File: src/rtl/cache_trace_buf_if.sv
// cache_trace_buf_if: event snoop and debug read bus for cache_trace_buf
// rd_tstamp exists only when CACHE_TRACE_TSTAMP_EN is defined
interface cache_trace_buf_if #(
    parameter int NUM_CH  = 4,
    parameter int ADDR_W  = 32,
    parameter int DATA_W  = 32,
    parameter int STATE_W = 4,
    parameter int DEPTH   = 16
`ifdef CACHE_TRACE_TSTAMP_EN
    , parameter int TS_W  = 16
`endif
);
    localparam int IW = $clog2(DEPTH);
    localparam int WW = NUM_CH > 1 ? $clog2(NUM_CH) : 1;
    logic               ev_valid;
    logic [STATE_W-1:0] ev_state;
    logic [NUM_CH-1:0]  ev_way;
    logic [ADDR_W-1:0]  ev_addr;
    logic [DATA_W-1:0]  ev_data;
    logic               rd_en;
    logic [IW-1:0]      rd_idx;
    logic               rd_valid;
    logic               rd_err;
    logic [ADDR_W-1:0]  rd_addr;
    logic [DATA_W-1:0]  rd_data;
    logic [STATE_W-1:0] rd_state;
    logic [WW-1:0]      rd_way;
    logic               rd_hit;
    logic               rd_multi;
`ifdef CACHE_TRACE_TSTAMP_EN
    logic [TS_W-1:0]    rd_tstamp;
`endif
    modport master (
        output ev_valid, ev_state, ev_way, ev_addr, ev_data, rd_en, rd_idx,
        input  rd_valid, rd_err, rd_addr, rd_data, rd_state, rd_way, rd_hit, rd_multi
`ifdef CACHE_TRACE_TSTAMP_EN
        , input rd_tstamp
`endif
    );
    modport slave (
        input  ev_valid, ev_state, ev_way, ev_addr, ev_data, rd_en, rd_idx,
        output rd_valid, rd_err, rd_addr, rd_data, rd_state, rd_way, rd_hit, rd_multi
`ifdef CACHE_TRACE_TSTAMP_EN
        , output rd_tstamp
`endif
    );
endinterface

File: src/rtl/cache_trace_buf.sv
// cache_trace_buf: circular cache-event trace with state-match trigger and registered debug read
// define CACHE_TRACE_TSTAMP_EN to store a free-running cycle stamp per entry
module cache_trace_buf #(
    parameter int NUM_CH  = 4,
    parameter int ADDR_W  = 32,
    parameter int DATA_W  = 32,
    parameter int STATE_W = 4,
    parameter int DEPTH   = 16,
    parameter int TS_W    = 16
) (
    input  logic                     clk,
    input  logic                     rst_n,
    input  logic                     arm,
    input  logic                     abort,
    input  logic                     trig_en,
    input  logic [STATE_W-1:0]       trig_state,
    input  logic [$clog2(DEPTH)-1:0] post_cnt,
    input  logic [NUM_CH-1:0]        way_mask,
    output logic [1:0]               tb_state,
    output logic [$clog2(DEPTH):0]   count,
    output logic                     wrapped,
    output logic [$clog2(DEPTH)-1:0] trig_idx,
    cache_trace_buf_if.slave         bus
);
    localparam int IW = $clog2(DEPTH);
    localparam int WW = NUM_CH > 1 ? $clog2(NUM_CH) : 1;
    if (DEPTH < 2 || (DEPTH & (DEPTH - 1)) != 0 || TS_W < 1) begin : g_bad_cfg
        $error("cache_trace_buf: DEPTH must be a power of two >= 2 and TS_W >= 1");
    end
    typedef enum logic [1:0] {IDLE, ARMED, POST, DONE} state_t;
    typedef struct packed {
        logic [STATE_W-1:0] st;
        logic [WW-1:0]      way;
        logic               hit;
        logic               multi;
        logic [ADDR_W-1:0]  addr;
        logic [DATA_W-1:0]  data;
`ifdef CACHE_TRACE_TSTAMP_EN
        logic [TS_W-1:0]    ts;
`endif
    } entry_t;
    state_t        state, nxt;
    entry_t        mem [DEPTH];
    entry_t        ent, rd_q;
    logic [IW-1:0] wr_ptr, remaining, phys;
    logic          acc, trig_hit, full, clr, wr, set_trig, rd_err_c;
`ifdef CACHE_TRACE_TSTAMP_EN
    logic [TS_W-1:0] ts;
`endif
    assign acc      = bus.ev_valid & (bus.ev_way == '0 | |(bus.ev_way & way_mask));
    assign trig_hit = acc & trig_en & (bus.ev_state == trig_state);
    assign full     = count == (IW+1)'(DEPTH);
    assign phys     = (wrapped ? wr_ptr : '0) + bus.rd_idx;
    assign rd_err_c = {1'b0, bus.rd_idx} >= count;
    assign tb_state = state;
    always_comb begin
        ent       = '0;
        ent.st    = bus.ev_state;
        ent.hit   = |bus.ev_way;
        ent.multi = $countones(bus.ev_way) > 1;
        ent.addr  = bus.ev_addr;
        ent.data  = bus.ev_data;
`ifdef CACHE_TRACE_TSTAMP_EN
        ent.ts    = ts;
`endif
        for (int i = NUM_CH - 1; i >= 0; i--)
            if (bus.ev_way[i]) ent.way = WW'(i);
    end
    always_comb begin
        nxt      = state;
        clr      = 1'b0;
        wr       = 1'b0;
        set_trig = 1'b0;
        if (abort) nxt = IDLE;
        else if (arm) begin
            nxt = ARMED;
            clr = 1'b1;
        end else if (state == ARMED && acc) begin
            wr       = 1'b1;
            set_trig = trig_hit;
            nxt      = !trig_hit ? ARMED : post_cnt == '0 ? DONE : POST;
        end else if (state == POST && acc) begin
            wr  = 1'b1;
            nxt = remaining == IW'(1) ? DONE : POST;
        end
    end
    always_ff @(posedge clk or negedge rst_n) begin
        if (!rst_n) begin
            state     <= IDLE;
            wr_ptr    <= '0;
            count     <= '0;
            wrapped   <= 1'b0;
            trig_idx  <= '0;
            remaining <= '0;
            bus.rd_valid <= 1'b0;
            bus.rd_err   <= 1'b0;
            rd_q      <= '0;
`ifdef CACHE_TRACE_TSTAMP_EN
            ts        <= '0;
`endif
        end else begin
            state <= nxt;
            if (clr) begin
                wr_ptr   <= '0;
                count    <= '0;
                wrapped  <= 1'b0;
                trig_idx <= '0;
            end else if (wr) begin
                wr_ptr  <= wr_ptr + 1'b1;
                count   <= full ? count : count + 1'b1;
                wrapped <= wrapped | full;
                if (set_trig) trig_idx <= full ? IW'(DEPTH - 1) : count[IW-1:0];
                else if (state == POST && full) trig_idx <= trig_idx == '0 ? '0 : trig_idx - 1'b1;
            end
            if (set_trig) remaining <= post_cnt;
            else if (wr && state == POST) remaining <= remaining - 1'b1;
            bus.rd_valid <= bus.rd_en;
            if (bus.rd_en) begin
                bus.rd_err <= rd_err_c;
                rd_q       <= rd_err_c ? '0 : mem[phys];
            end
`ifdef CACHE_TRACE_TSTAMP_EN
            ts <= clr ? '0 : ts + 1'b1;
`endif
        end
    end
    always_ff @(posedge clk) if (wr) mem[wr_ptr] <= ent;
    assign bus.rd_addr  = rd_q.addr;
    assign bus.rd_data  = rd_q.data;
    assign bus.rd_state = rd_q.st;
    assign bus.rd_way   = rd_q.way;
    assign bus.rd_hit   = rd_q.hit;
    assign bus.rd_multi = rd_q.multi;
`ifdef CACHE_TRACE_TSTAMP_EN
    assign bus.rd_tstamp = rd_q.ts;
`endif
endmodule

File: src/flat_wrapper.sv
// flat-port wrapper written by rule: the top's interface ports become plain ports
module cache_trace_buf_flat 
#(
    parameter int NUM_CH  = 4,
    parameter int ADDR_W  = 32,
    parameter int DATA_W  = 32,
    parameter int STATE_W = 4,
    parameter int DEPTH   = 16,
    parameter int TS_W    = 16
)
  (clk, rst_n, arm, abort, trig_en, trig_state, post_cnt, way_mask, tb_state, count, wrapped, trig_idx, bus_ev_valid, bus_ev_state, bus_ev_way, bus_ev_addr, bus_ev_data, bus_rd_en, bus_rd_idx, bus_rd_valid, bus_rd_err, bus_rd_addr, bus_rd_data, bus_rd_state, bus_rd_way, bus_rd_hit, bus_rd_multi);
  cache_trace_buf_if #(.NUM_CH(NUM_CH), .ADDR_W(ADDR_W), .DATA_W(DATA_W), .STATE_W(STATE_W), .DEPTH(DEPTH)) bus_i ();
  input  logic clk;
  input  logic rst_n;
  input  logic arm;
  input  logic abort;
  input  logic trig_en;
  input  logic [STATE_W-1:0] trig_state;
  input  logic [$clog2(DEPTH)-1:0] post_cnt;
  input  logic [NUM_CH-1:0] way_mask;
  output logic [1:0] tb_state;
  output logic [$clog2(DEPTH):0] count;
  output logic wrapped;
  output logic [$clog2(DEPTH)-1:0] trig_idx;
  input wire logic [$bits(bus_i.ev_valid)-1:0] bus_ev_valid;
  input wire logic [$bits(bus_i.ev_state)-1:0] bus_ev_state;
  input wire logic [$bits(bus_i.ev_way)-1:0] bus_ev_way;
  input wire logic [$bits(bus_i.ev_addr)-1:0] bus_ev_addr;
  input wire logic [$bits(bus_i.ev_data)-1:0] bus_ev_data;
  input wire logic [$bits(bus_i.rd_en)-1:0] bus_rd_en;
  input wire logic [$bits(bus_i.rd_idx)-1:0] bus_rd_idx;
  output wire logic [$bits(bus_i.rd_valid)-1:0] bus_rd_valid;
  output wire logic [$bits(bus_i.rd_err)-1:0] bus_rd_err;
  output wire logic [$bits(bus_i.rd_addr)-1:0] bus_rd_addr;
  output wire logic [$bits(bus_i.rd_data)-1:0] bus_rd_data;
  output wire logic [$bits(bus_i.rd_state)-1:0] bus_rd_state;
  output wire logic [$bits(bus_i.rd_way)-1:0] bus_rd_way;
  output wire logic [$bits(bus_i.rd_hit)-1:0] bus_rd_hit;
  output wire logic [$bits(bus_i.rd_multi)-1:0] bus_rd_multi;
  assign bus_i.ev_valid = bus_ev_valid;
  assign bus_i.ev_state = bus_ev_state;
  assign bus_i.ev_way = bus_ev_way;
  assign bus_i.ev_addr = bus_ev_addr;
  assign bus_i.ev_data = bus_ev_data;
  assign bus_i.rd_en = bus_rd_en;
  assign bus_i.rd_idx = bus_rd_idx;
  assign bus_rd_valid = bus_i.rd_valid;
  assign bus_rd_err = bus_i.rd_err;
  assign bus_rd_addr = bus_i.rd_addr;
  assign bus_rd_data = bus_i.rd_data;
  assign bus_rd_state = bus_i.rd_state;
  assign bus_rd_way = bus_i.rd_way;
  assign bus_rd_hit = bus_i.rd_hit;
  assign bus_rd_multi = bus_i.rd_multi;
  cache_trace_buf #(.NUM_CH(NUM_CH), .ADDR_W(ADDR_W), .DATA_W(DATA_W), .STATE_W(STATE_W), .DEPTH(DEPTH), .TS_W(TS_W)) u_core (.clk(clk), .rst_n(rst_n), .arm(arm), .abort(abort), .trig_en(trig_en), .trig_state(trig_state), .post_cnt(post_cnt), .way_mask(way_mask), .tb_state(tb_state), .count(count), .wrapped(wrapped), .trig_idx(trig_idx), .bus(bus_i));
endmodule
File: config.mk
export PLATFORM = sky130hd
export DESIGN_NAME = cache_trace_buf_flat
export DESIGN_NICKNAME = d
export VERILOG_FILES = /design/src/rtl/cache_trace_buf_if.sv /design/src/rtl/cache_trace_buf.sv /design/src/flat_wrapper.sv
export SDC_FILE = /design/constraint.sdc
export NUM_CORES = 1
export LEC_CHECK = 0
export CAP_MARGIN = 40
export CORE_MARGIN = 1.5
export CORE_UTILIZATION = 50
export DETAILED_ROUTE_END_ITERATION = 7
export PLACE_DENSITY = 0.7
export SLEW_MARGIN = 0
export SYNTH_ARGS = -nofsm -noshare
export SYNTH_HDL_FRONTEND = slang
export SYNTH_SLANG_ARGS = --single-unit
export TNS_END_PERCENT = 100
File: constraint.sdc
create_clock -name clk -period 9.1 [get_ports clk]
set_input_delay 1.365 -clock clk [delete_from_list [all_inputs] [get_ports clk]]
set_output_delay 1.365 -clock clk [all_outputs]
set_load 0.02 [all_outputs]
== Yosys cells after proc, flatten, opt, wreduce, memory -nomap -nowiden ==
Memories as Yosys holds them, arrays and structs flattened.
Index checks and enable logic that the tools add are counted.
Word-level totals
  flip-flop bits (word level): 94
  memory bits (writable): 1152
  input port bits: 95
  memories: 1
Memory list
  u_core.mem: depth 16, width 72, rd ports 1, clocked after memory_dff 0, write ports 1, RTL line cache_trace_buf.sv:43  | entry_t mem [DEPTH];
Operators by class
  add/sub/neg operators: 8
  order comparisons: 2
  equality and inequality tests: 6
  mux-type cells: 39
  bitwise operators: 6
  reduce and logical (&&, ||, !) cells: 15
Operator list (number)
  $mux 72: 1
  $mux 4: 11
  $add 32x32->32: 1
  $gt 32x2->1 const B: 1
  $mux 2: 9
  $mux 1: 15
  $mux 5: 3
  $logic_not 4->1: 3
  $reduce_or 4->1: 2
  $sub 4x1->4 const B: 2
  $add 5x1->5 const B: 1
  $eq 5x5->1 const B: 1
  $ge 4x5->1: 1
  $add 1x1->2: 2
  $add 4x1->4 const B: 1
  $add 4x4->4: 1
  $and 4x4->4: 1
  $eq 4x1->1 const B: 1
  $eq 4x4->1: 1
  $logic_and 1x1->1: 4
  $reduce_and 2->1: 2
  $reduce_bool 2->1: 2
  $reduce_bool 4->1: 1
  $and 1x1->1: 3
  other kinds (5): 6

== Depth between registers and ports, before layout ==
  depth in word-level cells: 12
  mapped depth: 11
  mapped depth without buffers: 8

== Worst setup path before layout ==
No wires, ideal clock.
  kind: input to register
  from: input port bus_ev_way[2]
  to: memory u_core.mem[10][0] in the netlist's numbering, enable pin
  library setup time: 0.438 ns
  data arrival time: 4.446 ns
  data required time: 8.662 ns
  path slack: 4.217 ns
  cell stages on the path: 7
  buffers on the path: 0
  path through: inv_1 -> ha_1 -> a222oi_1 -> a221oi_2 -> nand2_1 -> nor3b_1 -> and2_1
On the way
  longest elaborated chain between the ends: 11
  elaborated cells between the ends (all ways): 13
  classes of those cells: mux: 6; bitwise: 3; reduce/logical: 4
Ends and longest elaborated chain
  from (decl): RTL line flat_wrapper.sv:27  | input wire logic [$bits(bus_i.ev_way)-1:0] bus_ev_way;
  $and 4x4->4: RTL line cache_trace_buf.sv:50  | assign acc = bus.ev_valid & (bus.ev_way == '0 | |(bus.ev_way & way_mask));
  $reduce_or 4->1: RTL line cache_trace_buf.sv:50
  $or 1x1->1 (*): RTL line cache_trace_buf.sv:50
  $and 1x1->1 (*): RTL line cache_trace_buf.sv:50
  $logic_and 1x1->1: RTL line cache_trace_buf.sv:82  | end else if (state == POST && acc) begin
  $mux 1: RTL line cache_trace_buf.sv:82
  $mux 1 (*): RTL line cache_trace_buf.sv:78  | end else if (state == ARMED && acc) begin
  $mux 1 (*): RTL line cache_trace_buf.sv:75  | else if (arm) begin
  $mux 1 (*): RTL line cache_trace_buf.sv:74  | if (abort) nxt = IDLE;
  $mux 1 (*): RTL line cache_trace_buf.sv:127  | always_ff @(posedge clk) if (wr) mem[wr_ptr] <= ent;
  $mux 1 (implied by the code) (*): RTL line cache_trace_buf.sv:127
  to (decl): RTL line cache_trace_buf.sv:43
Every way passes the cells marked *; elsewhere a longest branch is shown, timed or not.

== Worst setup path after layout ==
  from: input port bus_ev_way[1]
  to: memory u_core.mem[9][55] in the netlist's numbering, enable pin
Same word-level chain as after synthesis.

==> flow_summary_export.csv <==
group,metric,value,unit
synthesis,synth.area.top_cells,"edfxtp_1, mux4_2, dfrtp_1, nand2_1, nand3_1",
route,via_count,24180,
timing,rsz0062_at_grt,"false",
synthesis,avgSynthCellArea,20.29,µm²
layout,stdcell_count,3947,
timing,drv_slew,0,
power_and_ir_drop,p_leak,18.15,nW
route,vias_per_cell,6.127,
cts,path_clk_slew,0.06,ns
synthesis,synth_ff_type,"edfxtp_1",
cts,hold_buffers,0,
floorplanning,fp-row-count,113,
floorplanning,die_h,312.5,µm
placement,port-buffer-count,180,
floorplanning,io_pins,181,
synthesis,synthArstFlopShare,7.544,%
synthesis,ys_seq_area_share,77.14,%
synthesis,syn_inst,2360,
floorplanning,die_area,97650,µm²
synthesis,ys_warn_count,0,
cts,h-tree-depth,3,
grt,antenna_found_initial,7,
critical_path,cp-start-kind,"input port",
critical_path,endpoint_kind,"register",
placement,pre_cts_ws,3.532,ns
critical_path,r2r_slack,4.87,ns
critical_path,crit_fanout,42,
synthesis,syn_nets,2480,
timing,hold_ws,0.4948,ns
synthesis,ys_seq_elements,1246,
route,antenna_left,0,
job,cap_violations,0,
cts,cts_made_buffers,118,
route,first_pass_iters,5,
cts,cts.sinks,1246,
critical_path,r2r-start,"u_core.wr_ptr[2]",
route,drc,0,
timing,fin_tns_setup,0,ns
power_and_ir_drop,peakVddDrop,0.1793,mV
critical_path,worst-r2r-cell-count,8,
timing,setup-violations-final,0,
cts,post_cts_resized,0,
floorplanning,core,95010,µm²
grt,overflow,0,
status,status,"finished clean",
grt,first_global_vias,25160,
grt,grt_max_degree,141,
timing,final.min_clock_period,4.877,ns
synthesis,synth_cell_types,57,
grt,grt_pass1_wl,167.4,mm
placement,dp_hpwl,58.45,mm
cts,cts_tree,"done",
timing,hold_viol_final,0,
layout,fillCellCount,6794,
route,drt_iter0_drc,2938,
route,wl_per_cell,28.67,µm
cts,clk_latency,0.71,ns
critical_path,criticalPathCategory,"in -> reg",
grt,track_usage,23.39,%
critical_path,rr_endpoint,"u_core.bus.rd_data[27]",
power_and_ir_drop,power_density,218.6,nW/µm²
cts,cts_buffer_depth,3,
layout,drive_gt1_share,20.83,%
cts,root_buffer,"clkbuf_16",
timing,tightestPinTransition,1.212,ns
power_and_ir_drop,p_total,0.01212,W
synthesis,synth_edf_count,1152,
min_path,hold_class,"in -> async",
timing,period_share,53.59,%
floorplanning,fp.dieW,312.5,µm
floorplanning,start_util,50.41,%
critical_path,critPathArrivalTime,5.19,ns
timing,fin_ws,4.223,ns
layout,syn_to_final_growth,15.77,%
placement,numPlacedInstances,3721,
synthesis,synth_top_area_share,72.23,%
timing,max_freq,205.1,MHz
timing,slew_headroom,19.23,%
timing,fin_worst_skew,0.02446,ns
synthesis,synthesis.area,47890,µm²
layout,nets,2696,
placement,place_congestion,0.7881,
synthesis,yosys.area.top_type,"edfxtp_1",
critical_path,cp_data_required_time,9.41,ns
route,wl,113.2,mm
cts,cts_setup_buffers,0,
## Yosys cell counts (3+ instances only)
| cell | n |
|---|---|
| a21oi_1 | 8 |
| dfrtp_1 | 94 |
| and2_1 | 16 |
| buf_1 | 10 |
| ha_1 | 23 |
| buf_2 | 44 |
| a32o_1 | 72 |
| clkbuf_1 | 72 |
| nor2_1 | 10 |
| inv_1 | 25 |
| edfxtp_1 | 1152 |
| nor3_1 | 6 |
| and4_1 | 4 |
| nand3_1 | 148 |
| o21ai_0 | 11 |
| xor2_1 | 6 |
| nand2b_1 | 7 |
| xnor2_1 | 5 |
| mux4_2 | 288 |
| a31oi_1 | 4 |
| nand2_1 | 304 |
| or3_1 | 3 |
| mux2i_1 | 5 |
| mux2_2 | 3 |
## cell usage in the layout (no fill, tap or decap), types with 3 or more instances in the layout
master,instances
and4_4,4
xnor2_1,3
mux2i_1,5
inv_1,25
a32o_1,72
o21ai_0,11
buf_4,32
xor2_1,4
nand2b_1,7
bufinv_16,14
nand3_1,148
nor3_1,6
nor2_1,10
ha_1,22
dfrtp_1,94
buf_16,6
buf_12,7
mux4_2,288
clkbuf_1,25
clkinv_2,31
and2_4,12
mux2_2,3
clkbuf_16,118
clkdlybuf4s50_1,179
inv_16,3
nand2_1,304
a31oi_1,4
clkbuf_8,16
clkinvlp_4,3
clkinv_1,9
edfxtp_1,1152
a21oi_1,8
diode_2,3
and2_1,4
or3_1,3
## flip-flops by register name (all words and copies together) (netlist names)
signal               flops
u_core.wr_ptr            4
u_core.remaining         4
u_core.bus.rd_valid      1
u_core.wrapped           1
u_core.bus.rd_state      4
u_core.bus.rd_err        1
u_core.count             5
u_core.bus.rd_hit        1
u_core.bus.rd_data      32
u_core.bus.rd_way        2
u_core.tb_state          2
u_core.trig_idx          4
u_core.mem            1152
u_core.bus.rd_addr      32
u_core.bus.rd_multi      1
## worst max path at each step
stage	end	start	cells after the start	slack, ns
2_1_floorplan	u_core.mem[10][0]	bus_ev_way[2]	7	4.22
3_3_place_gp	u_core.mem[8][56]	bus_ev_way[1]	9	3.63
3_5_place_dp	u_core.mem[4][10]	bus_ev_way[2]	9	3.53
4_1_cts	u_core.mem[4][13]	bus_ev_way[1]	9	4.25
5_1_grt	u_core.mem[4][50]	bus_ev_way[1]	9	3.93
6_report	u_core.mem[9][55]	bus_ev_way[1]	9	4.22
## kinds of logic after synthesis
group / count (synthesis) / synth area share [%]
DFF: 1246 / 77.14
AOI/OAI and AO/OA: 115 / 2.189
and+or+nand+nor: 510 / 4.674
xor gates and xnor gates: 11 / 0.2012
buffers and inverters: 156 / 1.364
adders and majority gates: 25 / 0.6845
muxes: 297 / 13.74
## critical path: stages
cell and delay, ns:
clkdlybuf4s50_1 0.50, inv_1 0.10, ha_1 0.17, a222oi_1 0.17, a221oi_2 0.61, nand2_1 0.28
nor3b_1 0.50, and2_4 0.63, buf_4 0.79
## final cells by class
cell class                      instances  area, µm²  area share [%]
Clock buffer                          159       3267           5.892
Antenna cell                            3      7.507         0.01354
Clock inverter                         64      780.7           1.408
Tap cell                             1265       1583           2.855
Inverter                               27      102.6          0.1850
Multi-Input combinational cell        958      10420           18.79
Sequential cell                      1246      36950           66.64
Timing Repair Buffer                  225       2342           4.225
## power by group
part	switching, W	total, W	leakage, nW	internal, W
sequential	0.0000464	0.00635	11.6	0.00630
clock	0.00212	0.00505	2.00	0.00293
combinational	0.000413	0.000719	4.55	0.000307
## per-stage QoR
stage | area, µm² | utilization, %
2_1_floorplan | 47890 | -
3_3_place_gp | 51190 | 53.88
3_5_place_dp | 51390 | 54.09
4_1_cts | 55440 | 58.35
5_1_grt | 55440 | 58.35
6_report | 55440 | 58.36
## routing by layer
| metal | track usage [%] | wire length (µm) |
|---|---|---|
| met1 | 33.29 | 45630 |
| met2 | 37.86 | 55670 |
| met3 | 3.935 | 9520 |
| met4 | 6.432 | 2296 |
| met5 | 0 | 49 |
Note: power is estimated with default switching activity, not from simulation.
